===== config.mk =====
export PLATFORM = sky130hd
export DESIGN_NAME = mem_port_arbiter
export DESIGN_NICKNAME = d
export VERILOG_FILES = /design/src/rtl/mem_port_arbiter_pkg.sv /design/src/rtl/mem_port_arbiter_rr_arbiter2.sv /design/src/rtl/mem_port_arbiter.sv
export SDC_FILE = /design/constraint.sdc
export NUM_CORES = 1
export LEC_CHECK = 0
export BUFFER_PORTS_ARGS = -buffer_cell sky130_fd_sc_hd__buf_2
export CAP_MARGIN = 20
export CORE_AREA = 8 8 229 231
export CTS_CLUSTER_SIZE = 24
export DETAILED_ROUTE_END_ITERATION = 10
export DIE_AREA = 0 0 237 239
export PLACE_DENSITY = 0.57
export SKIP_LAST_GASP = 1
export SLEW_MARGIN = 25
export SYNTH_ARGS = -nofsm -noshare
export SYNTH_HDL_FRONTEND = slang
export SYNTH_HIERARCHICAL = 1
export SYNTH_SLANG_ARGS = --single-unit

===== constraint.sdc =====
create_clock -name clk -period 6.95 [get_ports clk]
set_clock_uncertainty 0.2 [all_clocks]
set_input_delay 0.3475 -clock clk [delete_from_list [all_inputs] [get_ports clk]]
set_output_delay 0.3475 -clock clk [all_outputs]
set_load 0.01 [all_outputs]

===== src/rtl/mem_port_arbiter_pkg.sv =====
// Shared types for the data-memory port arbiter.
//   mem_load_type_t / mem_store_type_t : access size encodings of the data memory
//   arb_state_t                        : arbiter FSM states
//   arb_req_id_t                       : requester identity (CPU / DMA)
//   mem_req_t                          : one latched request payload
//   misaligned()                       : alignment rule for a load/store size pair
package mem_port_arbiter_pkg;

   typedef enum logic [1:0] {
      NO_LOAD    = 2'd0,
      LOAD_BYTE  = 2'd1,
      LOAD_WORD  = 2'd2,
      LOAD_DWORD = 2'd3
   } mem_load_type_t;

   typedef enum logic [1:0] {
      NO_STORE    = 2'd0,
      STORE_BYTE  = 2'd1,
      STORE_WORD  = 2'd2,
      STORE_DWORD = 2'd3
   } mem_store_type_t;

   typedef enum logic [1:0] {
      ARB_IDLE   = 2'd0,
      ARB_ACCESS = 2'd1,
      ARB_RESP   = 2'd2
   } arb_state_t;

   typedef enum logic {
      REQ_CPU = 1'b0,
      REQ_DMA = 1'b1
   } arb_req_id_t;

   typedef struct packed {
      logic [63:0]     addr;
      logic [63:0]     wdata;
      mem_load_type_t  ld;
      mem_store_type_t st;
      logic            sgn;
   } mem_req_t;

   // Load and store encodings share the same size ordering, so the larger
   // of the two is simply the numerically larger code.
   function automatic logic misaligned(input logic [2:0] addr_lo,
                                       input mem_load_type_t ld,
                                       input mem_store_type_t st);
      logic [1:0] l, s, sz;
      l  = ld;
      s  = st;
      sz = (l > s) ? l : s;
      case (sz)
         2'd2:    misaligned = (addr_lo[1:0] != 2'b00);
         2'd3:    misaligned = (addr_lo != 3'b000);
         default: misaligned = 1'b0;
      endcase
   endfunction

endpackage


===== src/rtl/mem_port_arbiter_rr_arbiter2.sv =====
// Two-way round-robin arbiter.
//   clk, reset : clock, asynchronous active-low reset
//   enable     : arbitration allowed this cycle (port idle)
//   req[1:0]   : request valids, bit 0 = CPU, bit 1 = DMA
//   gnt[1:0]   : one-hot combinational grant (zero when disabled / no request)
// Since a grant is only ever given to a valid requester, a nonzero grant is
// exactly a completed handshake, which is when last_grant advances.
module rr_arbiter2
   import mem_port_arbiter_pkg::*;
(
   input  logic       clk,
   input  logic       reset,
   input  logic       enable,
   input  logic [1:0] req,
   output logic [1:0] gnt
);

   arb_req_id_t last_grant;

   always_comb begin
      gnt = 2'b00;
      if (enable) begin
         if (req == 2'b11) gnt = (last_grant == REQ_DMA) ? 2'b01 : 2'b10;
         else              gnt = req;
      end
   end

   // Reset to DMA so the CPU wins the first tie.
   always_ff @(posedge clk or negedge reset) begin
      if (!reset)      last_grant <= REQ_DMA;
      else if (|gnt)   last_grant <= gnt[1] ? REQ_DMA : REQ_CPU;
   end

endmodule


===== src/rtl/mem_port_arbiter.sv =====
// Shares the single data-memory port between the CPU MEM stage and a
// DMA/debug loader.
//   clk, reset              : clock, asynchronous active-low reset
//   cpu_* / dma_*           : valid/ready request channel plus one-cycle
//                             response pulse (resp_valid, resp_err, rdata)
//   mem_*                   : drive the data memory; mem_rdata is its
//                             combinational read data
//   busy                    : FSM not in IDLE
// Parameters: WAIT_CYCLES extra ACCESS cycles (0..15), ALIGN_CHECK rejects
// misaligned word/dword requests with an error response.
module mem_port_arbiter
   import mem_port_arbiter_pkg::*;
#(
   parameter int unsigned WAIT_CYCLES = 0,
   parameter bit          ALIGN_CHECK = 1
) (
   input  logic            clk,
   input  logic            reset,
   input  logic            cpu_req_valid,
   output logic            cpu_req_ready,
   input  logic [63:0]     cpu_addr,
   input  logic [63:0]     cpu_wdata,
   input  mem_load_type_t  cpu_load_type,
   input  mem_store_type_t cpu_store_type,
   input  logic            cpu_signed,
   output logic            cpu_resp_valid,
   output logic            cpu_resp_err,
   output logic [63:0]     cpu_rdata,
   input  logic            dma_req_valid,
   output logic            dma_req_ready,
   input  logic [63:0]     dma_addr,
   input  logic [63:0]     dma_wdata,
   input  mem_load_type_t  dma_load_type,
   input  mem_store_type_t dma_store_type,
   input  logic            dma_signed,
   output logic            dma_resp_valid,
   output logic            dma_resp_err,
   output logic [63:0]     dma_rdata,
   output logic [63:0]     mem_addr,
   output logic [63:0]     mem_wdata,
   output logic            mem_signed,
   output mem_load_type_t  mem_load_type,
   output mem_store_type_t mem_store_type,
   input  logic [63:0]     mem_rdata,
   output logic            busy
);

   localparam logic [1:0] ST_IDLE   = ARB_IDLE;
   localparam logic [1:0] ST_ACCESS = ARB_ACCESS;
   localparam logic [1:0] ST_RESP   = ARB_RESP;

   logic [1:0]  state;
   logic [3:0]  cnt;
   logic [1:0]  gnt;
   logic        accept, bad, err_q;
   arb_req_id_t owner;
   mem_req_t    sel, cur;
   logic [63:0] load_data;

   // Gating with reset keeps both readies low while reset is held.
   rr_arbiter2 u_arb (
      .clk    (clk),
      .reset  (reset),
      .enable (state == ST_IDLE && reset),
      .req    ({dma_req_valid, cpu_req_valid}),
      .gnt    (gnt)
   );

   assign cpu_req_ready = gnt[0];
   assign dma_req_ready = gnt[1];
   assign accept        = |gnt;

   always_comb begin
      if (gnt[1]) sel = '{addr: dma_addr, wdata: dma_wdata, ld: dma_load_type,
                          st: dma_store_type, sgn: dma_signed};
      else        sel = '{addr: cpu_addr, wdata: cpu_wdata, ld: cpu_load_type,
                          st: cpu_store_type, sgn: cpu_signed};
   end

   assign bad       = ALIGN_CHECK && misaligned(sel.addr[2:0], sel.ld, sel.st);
   assign load_data = (cur.ld == NO_LOAD) ? 64'd0 : mem_rdata;

   always_ff @(posedge clk or negedge reset) begin
      if (!reset) begin
         state     <= ST_IDLE;
         cnt       <= 4'd0;
         cur       <= '0;
         owner     <= REQ_CPU;
         err_q     <= 1'b0;
         cpu_rdata <= 64'd0;
         dma_rdata <= 64'd0;
      end else begin
         case (state)
            ST_IDLE: if (accept) begin
               cur   <= sel;
               owner <= gnt[1] ? REQ_DMA : REQ_CPU;
               cnt   <= 4'(WAIT_CYCLES);
               err_q <= bad;
               if (bad) begin
                  // Rejected requests skip ACCESS entirely: no memory activity.
                  state <= ST_RESP;
                  if (gnt[1]) dma_rdata <= 64'd0;
                  else        cpu_rdata <= 64'd0;
               end else begin
                  state <= ST_ACCESS;
               end
            end
            ST_ACCESS: begin
               if (cnt == 4'd0) begin
                  state <= ST_RESP;
                  if (owner == REQ_DMA) dma_rdata <= load_data;
                  else                  cpu_rdata <= load_data;
               end else begin
                  cnt <= cnt - 4'd1;
               end
            end
            default: state <= ST_IDLE;
         endcase
      end
   end

   // The store strobe appears only in the final ACCESS cycle; the memory
   // writes on the following negedge, so each store writes exactly once and
   // an async reset before that negedge drops it.
   always_comb begin
      mem_addr       = 64'd0;
      mem_wdata      = 64'd0;
      mem_signed     = 1'b0;
      mem_load_type  = NO_LOAD;
      mem_store_type = NO_STORE;
      if (state == ST_ACCESS) begin
         mem_addr      = cur.addr;
         mem_wdata     = cur.wdata;
         mem_signed    = cur.sgn;
         mem_load_type = cur.ld;
         if (cnt == 4'd0) mem_store_type = cur.st;
      end
   end

   assign cpu_resp_valid = (state == ST_RESP) && (owner == REQ_CPU);
   assign dma_resp_valid = (state == ST_RESP) && (owner == REQ_DMA);
   assign cpu_resp_err   = cpu_resp_valid & err_q;
   assign dma_resp_err   = dma_resp_valid & err_q;
   assign busy           = (state != ST_IDLE);

endmodule


## After elaboration in Yosys (flattened, before gate mapping)

Cells that the tools add are included.

- Bits in registers: 270
- Output and inout port bits: 268

- Add/sub/neg operators: 1
- $lt $le $gt $ge: 1
- Equality and inequality tests: 13
- Mux-type cells: 33
- Bitwise logic cells: 3
- Reductions and logical operators: 16

Operators with widths:

| kind | count |
|---|---|
| two-way mux 64 bit | 13 |
| one-hot mux 64 bit (2 select lines) | 2 |
| two-way mux 133 bit | 1 |
| two-way mux 2 bit | 10 |
| inequality test 2 bit, second input constant | 7 |
| AND reduction 6 bit | 2 |
| == test 2 bit, second input constant | 4 |
| two-way mux 4 bit | 2 |
| one-hot mux 4 bit (2 select lines) | 1 |
| nonzero test 2 bit | 3 |
| logical NOT 2 bit | 2 |
| logical NOT 4 bit | 1 |
| one-hot mux 2 bit (2 select lines) | 1 |
| AND reduction 2 bit | 2 |
| subtractor 4 x 1 -> 4 bit, second input constant | 1 |
| logical AND 1 bit | 3 |
| AND reduction 3 bit | 1 |
| nonzero test 3 bit | 1 |
| AND 1 bit | 2 |
| == test 2 x 1 -> 1 bit, second input constant | 1 |
| > comparator 2 bit | 1 |
| two-way mux 1 bit | 2 |
| inequality test 2 x 1 -> 1 bit, second input constant | 1 |
| one-hot mux 1 bit (2 select lines) | 1 |
| 2 further kinds | 2 |

## Longest topological paths before layout

- Depth in word-level cells: 11
- Mapped depth: 16

## By module

The synthesis kept the hierarchy.

Modules (own cells, without submodules):

| module | times used | cells each | area each (µm²) | seq. area each (µm²) |
|---|---|---|---|---|
| mem_port_arbiter | 1 | 1155 | 12543.3 | 6731.5 |
| rr_arbiter2 | 1 | 8 | 62.6 | 26.3 |

## Worst setup path before layout

OpenSTA, ideal clock, no wires.

- Path type: register to register
- From: reg state[0]
- To: reg cpu_rdata[0]
- Data arrival time: 3.644 ns
- Setup slack: 3.042 ns
- Stages on the path, launching flop included: 15
- Path buffers: 4
- Period minus slack after synthesis: 3.908 ns
- Cells stage by stage: dfrtp_1 > nor2_1 > and2_1 > nand2_1 > a21oi_1 > buf_6 > buf_2 > buf_2 > mux2i_1 > ha_1 > o22ai_1 > mux2_4 > o31ai_4 > buf_6 > a21o_1

- Cells in the longest elaborated chain, start to end: 10
- Elaborated cells between the ends (all ways): 21
- Classes of those cells: 1 x order compare; 8 x eq/ne; 5 x mux; 7 x reduce/logical

Ends and longest elaborated chain:

| item | line | text |
|---|---|---|
| start: declaration | mem_port_arbiter.sv:52 | `logic [1:0] state;` |
| start signal: assignment | mem_port_arbiter.sv:85 | `state <= ST_IDLE;` |
| start signal: assignment | mem_port_arbiter.sv:101 | `state <= ST_RESP;` |
| start signal: assignment | mem_port_arbiter.sv:105 | `state <= ST_ACCESS;` |
| logical NOT 2 bit (*) | mem_port_arbiter.sv:64 | `.enable (state == ST_IDLE && reset),` |
| logical AND 1 bit (*) | mem_port_arbiter.sv:64 |  |
| two-way mux 2 bit (*) | mem_port_arbiter_rr_arbiter2.sv:22 | `if (enable) begin` |
| named net dma_req_ready | mem_port_arbiter.sv:30 | `output logic dma_req_ready,` |
| two-way mux 133 bit | mem_port_arbiter.sv:74 | `if (gnt[1]) sel = '{addr: dma_addr, wdata: dma_wdata, ld: dma_load_type,` |
| > comparator 2 bit | mem_port_arbiter_pkg.sv:50 | `sz = (l > s) ? l : s;` |
| two-way mux 2 bit | mem_port_arbiter_pkg.sv:50 |  |
| == test 2 bit | mem_port_arbiter_pkg.sv:51 | `case (sz)` |
| one-hot mux 1 bit (2 select lines) | mem_port_arbiter_pkg.sv:51 |  |
| inequality test 2 bit (no line) | - |  |
| AND reduction 6 bit (no line) (*) | - |  |
| end signal: assignment | mem_port_arbiter.sv:112 | `else cpu_rdata <= load_data;` |
| end: declaration | mem_port_arbiter.sv:28 | `output logic [63:0] cpu_rdata,` |

Mark *: on every way through the listed nets, which the timed path passes. The rest lies on a longest branch.
A chain may end at the register's enable or synchronous reset.

## Final worst setup path

- From: reg state[0]
- To: reg dma_rdata[12]

- Cells in the longest elaborated chain, start to end: 10
- Elaborated cells between the ends (all ways): 21
- Classes of those cells: 1 x order compare; 8 x eq/ne; 5 x mux; 7 x reduce/logical

Ends and longest elaborated chain:

| item | line | text |
|---|---|---|
| logical NOT 2 bit | mem_port_arbiter.sv:64, mem_port_arbiter.sv:93 |  |
| logical AND 1 bit | mem_port_arbiter.sv:64 |  |
| two-way mux 2 bit | mem_port_arbiter_rr_arbiter2.sv:22 |  |
| two-way mux 133 bit | mem_port_arbiter.sv:74 |  |
| > comparator 2 bit | mem_port_arbiter_pkg.sv:50 |  |
| two-way mux 2 bit | mem_port_arbiter_pkg.sv:50 |  |
| == test 2 bit | mem_port_arbiter_pkg.sv:51 |  |
| one-hot mux 1 bit (2 select lines) | mem_port_arbiter_pkg.sv:51 |  |
| inequality test 2 bit (no line) | - |  |
| AND reduction 6 bit (no line) | - |  |
| end signal: assignment | mem_port_arbiter.sv:111 | `if (owner == REQ_DMA) dma_rdata <= load_data;` |
| end: declaration | mem_port_arbiter.sv:38 | `output logic [63:0] dma_rdata,` |

Several ways; a longest one is shown, not always the timed one.

==> flow_metrics.env <==
export IMPL_yosysSeqAreaShare=0.536
export IMPL_post_dp_cell_area_um2=16100
export IMPL_synthToLayoutAreaGrowth_pct=62.2
export IMPL_synth_area_leaders="dfrtp_1 53%, mux2i_1 10%, and2_1 6.7%"
export IMPL_syn_cell_area_um2=12600
export IMPL_synth_top_cell_area_share=0.534
export IMPL_vias=12400
export IMPL_die_h_um=239
export IMPL_core_area_um2=48500
export IMPL_p_sw_frac=0.339
export IMPL_path_max_fanout=36
export IMPL_cts_htree_levels=2
export IMPL_outcome="completed"
export IMPL_n_fill_cell=4606
export IMPL_start_kind="flop"
export IMPL_finalSetupTns_ns=0
export IMPL_drtPass1Iterations=4
export IMPL_cts_made_buffers=34
export IMPL_drt_wirelength_per_cell_um=18.8
export IMPL_power_frac_clock=0.290
export IMPL_ys_flop_type="dfrtp_1"
export IMPL_peakVddDrop_mv=0.251
export IMPL_fin_nets=2382
export IMPL_leakagePower_nw=11.0
export IMPL_grt_pass1_vias=13600
export IMPL_cts_tree="built"
export IMPL_dp_hpwl_um=34900
export IMPL_maxSlewViolCount=0
export IMPL_synth_warnings=6
export IMPL_antenna_found_initial=10
export IMPL_worstMarginPinSlew_ns=1.19
export IMPL_yosysUniqueCellTypes=42
export IMPL_grt_max_degree=268
export IMPL_synthArstFlopShare=1.00
export IMPL_yosysMostFrequentCell="dfrtp_1"
export IMPL_cts_path_max_buffers=3
export IMPL_maxCapViolCount=0
export IMPL_setup_worst_path_class="flop to flop"
export IMPL_switchingPower_mw=2.02
export IMPL_synthTopCellsByCount="269 x dfrtp_1, 138 x nand2_1, 135 x and2_1, 135 x o21ai_0, 132 x mux2i_1"
export IMPL_netlist_instances=1163
export IMPL_ioPinCount=602
export IMPL_hold_viol_final=0
export IMPL_clkTransAtPathRegs_ns=0.06
export IMPL_post_cts_buffers=0
export IMPL_endpoint_kind="flop"
export IMPL_rows=81
export IMPL_fmax_ghz=0.200
export IMPL_dieArea_um2=56600
export IMPL_cts_sinks=270
export IMPL_final_layout_size_suffix_gt1_frac=0.332
export IMPL_p_per_area_nw_per_um2=292
export IMPL_start_util=0.260
export IMPL_drc=0
export IMPL_design_area_um2=20400
export IMPL_io_buffers=601
export IMPL_grt_pass1_wl_um=78000
export IMPL_root_buffer="clkbuf_16"
export IMPL_combPwrFrac=0.317
export IMPL_intPower_mw=3.94
export IMPL_synth_top_cell_by_area="dfrtp_1"
export IMPL_track_usage=0.173
export IMPL_synthesis_nets=1502
export IMPL_cp_arrival_ns=5.25
export IMPL_finalSetupViolCount=0
export IMPL_ys_ff_latch=270
export IMPL_drtIter0Drc=581
export IMPL_clk_latency_ns=0.53
export IMPL_final_min_clock_period_ns=4.99
export IMPL_maxSlewHeadroom=0.204
export IMPL_ant_nets=0
export IMPL_rsz0062_at_grt="false"
export IMPL_vias_per_cell=4.61
export IMPL_hold_path_class="primary input to flop"
export IMPL_worstPathRequired_ns=7.21
export IMPL_syn_avg_cell_area_um2=10.8
export IMPL_seqPwrFrac=0.392
export IMPL_fin_crit_sh=0.718
export IMPL_drt_wl_total_um=50700
export IMPL_die_width_um=237
export IMPL_gr_total_overflow=0
export IMPL_gp_congestion=0.821
export IMPL_synth_edf_count=0
## final cells by class
class / count / area, um^2 / area share
Timing Repair Buffer: 943 / 6420 / 0.314
Antenna cell: 3 / 7.51 / 0.000367
Multi-Input combinational cell: 787 / 5360 / 0.262
Sequential cell: 270 / 6760 / 0.330
Tap cell: 622 / 778 / 0.0381
Inverter: 7 / 26.3 / 0.00128
Clock inverter: 10 / 106 / 0.00520
Clock buffer: 50 / 991 / 0.0485
## what timing repair did
item | 4_1_cts | 5_1_grt
endpoints found under the hold margin | 308 | 0
gates resized for setup | 0 | 0
hold buffers | 327 | 0
## power by group through the flow
stage | clock network [mW] | registers [mW] | logic [mW]
floorplan | 0 | 2.33 | 1.03
global placement | 0 | 2.34 | 1.65
detailed placement | 0 | 2.36 | 1.69
CTS | 1.80 | 2.34 | 1.91
global route | 1.86 | 2.40 | 2.12
finish | 1.73 | 2.34 | 1.89
## cell families (layout without fill, tap and decap cells)
| group | after synthesis | count (layout) | synth area share |
|---|---|---|---|
| xor gates and xnor gates | 2 | 2 | 0.00139 |
| buffers and inverters | 106 | 1010 | 0.0424 |
| and+or+nand+nor | 362 | 362 | 0.151 |
| DFF | 270 | 270 | 0.536 |
| other | 0 | 3 | 0 |
| adders and majority gates | 5 | 5 | 0.00496 |
| muxes | 136 | 136 | 0.109 |
| AOI/OAI and AO/OA | 282 | 282 | 0.156 |
## layout by cell type, fill, tap and decap left out, drive strengths merged, types with 2 or more instances in the layout
cell         count
buf            616
dlygate4sd3    327
dfrtp          269
nand2          138
o21ai          137
and2           135
mux2i          132
a32o            69
and3            64
a21o            62
clkbuf          50
nor2            12
inv             10
a21oi            7
ha               5
mux2             4
clkinv           4
diode            3
nand2b           2
nand3            2
nor4             2
a22o             2
clkinvlp         2
nor2b            2
## routing by layer
layer	GRT usage	vias up	routed length [um]
met5	0	-	61
met1	0.191	5948	19500
met4	0.0809	10	2240
met2	0.307	462	25700
met3	0.0450	134	3240
li1	-	5868	-
## critical path, stage by stage (launching register included)
cell and delay (ns):
dfrtp_1 0.47, nor2_1 0.41, and2_1 0.23, nand2_1 0.13, a21oi_4 0.16, buf_4 0.51, mux2i_1 0.38, ha_1 0.31
o22ai_1 0.30, mux2i_1 0.35, a31o_2 0.75, buf_4 0.48, a32o_1 0.20
## through the flow
step	instances	util	setup WS [ns]	total power, mW	hold WS, ns
final	2692	0.421	1.96	5.96	0.0383
after global routing	2692	0.421	1.61	6.38	0.0383
after CTS	2689	0.421	1.94	6.04	0.00538
after detailed placement	2302	0.331	1.97	4.04	0.109
after global placement	2302	0.331	2.15	3.98	0.108
after floorplan	1163	-	3.04	3.36	-0.148
## flip-flops by register name, indices dropped and copies added (netlist names)
signal / flops
cur: 133
u_arb/last_grant: 1
dma_rdata: 64
owner: 1
cnt: 4
state: 2
cpu_rdata: 64
err_q: 1
## path summary, 6_finish.rpt
check / startpoint / end / slack (ns) / cells past startpoint
max: state[0]$_DFFE_PN0P_ / dma_rdata[12]$_DFFE_PN0P_ / 1.96 / 12
min: cpu_wdata[31] / cur[36]$_DFFE_PN0P_ / 0.04 / 3
max reg2reg: state[0]$_DFFE_PN0P_ / dma_rdata[12]$_DFFE_PN0P_ / 1.96 / 12
min reg2reg: cur[19]$_DFFE_PN0P_ / cur[19]$_DFFE_PN0P_ / 0.27 / 2
max in group asynchronous: reset / cur[34]$_DFFE_PN0P_ / 4.63 / 4
min in group asynchronous: reset / cpu_rdata[35]$_DFFE_PN0P_ / 0.13 / 2
Note: power is estimated with default switching activity, not from simulation.
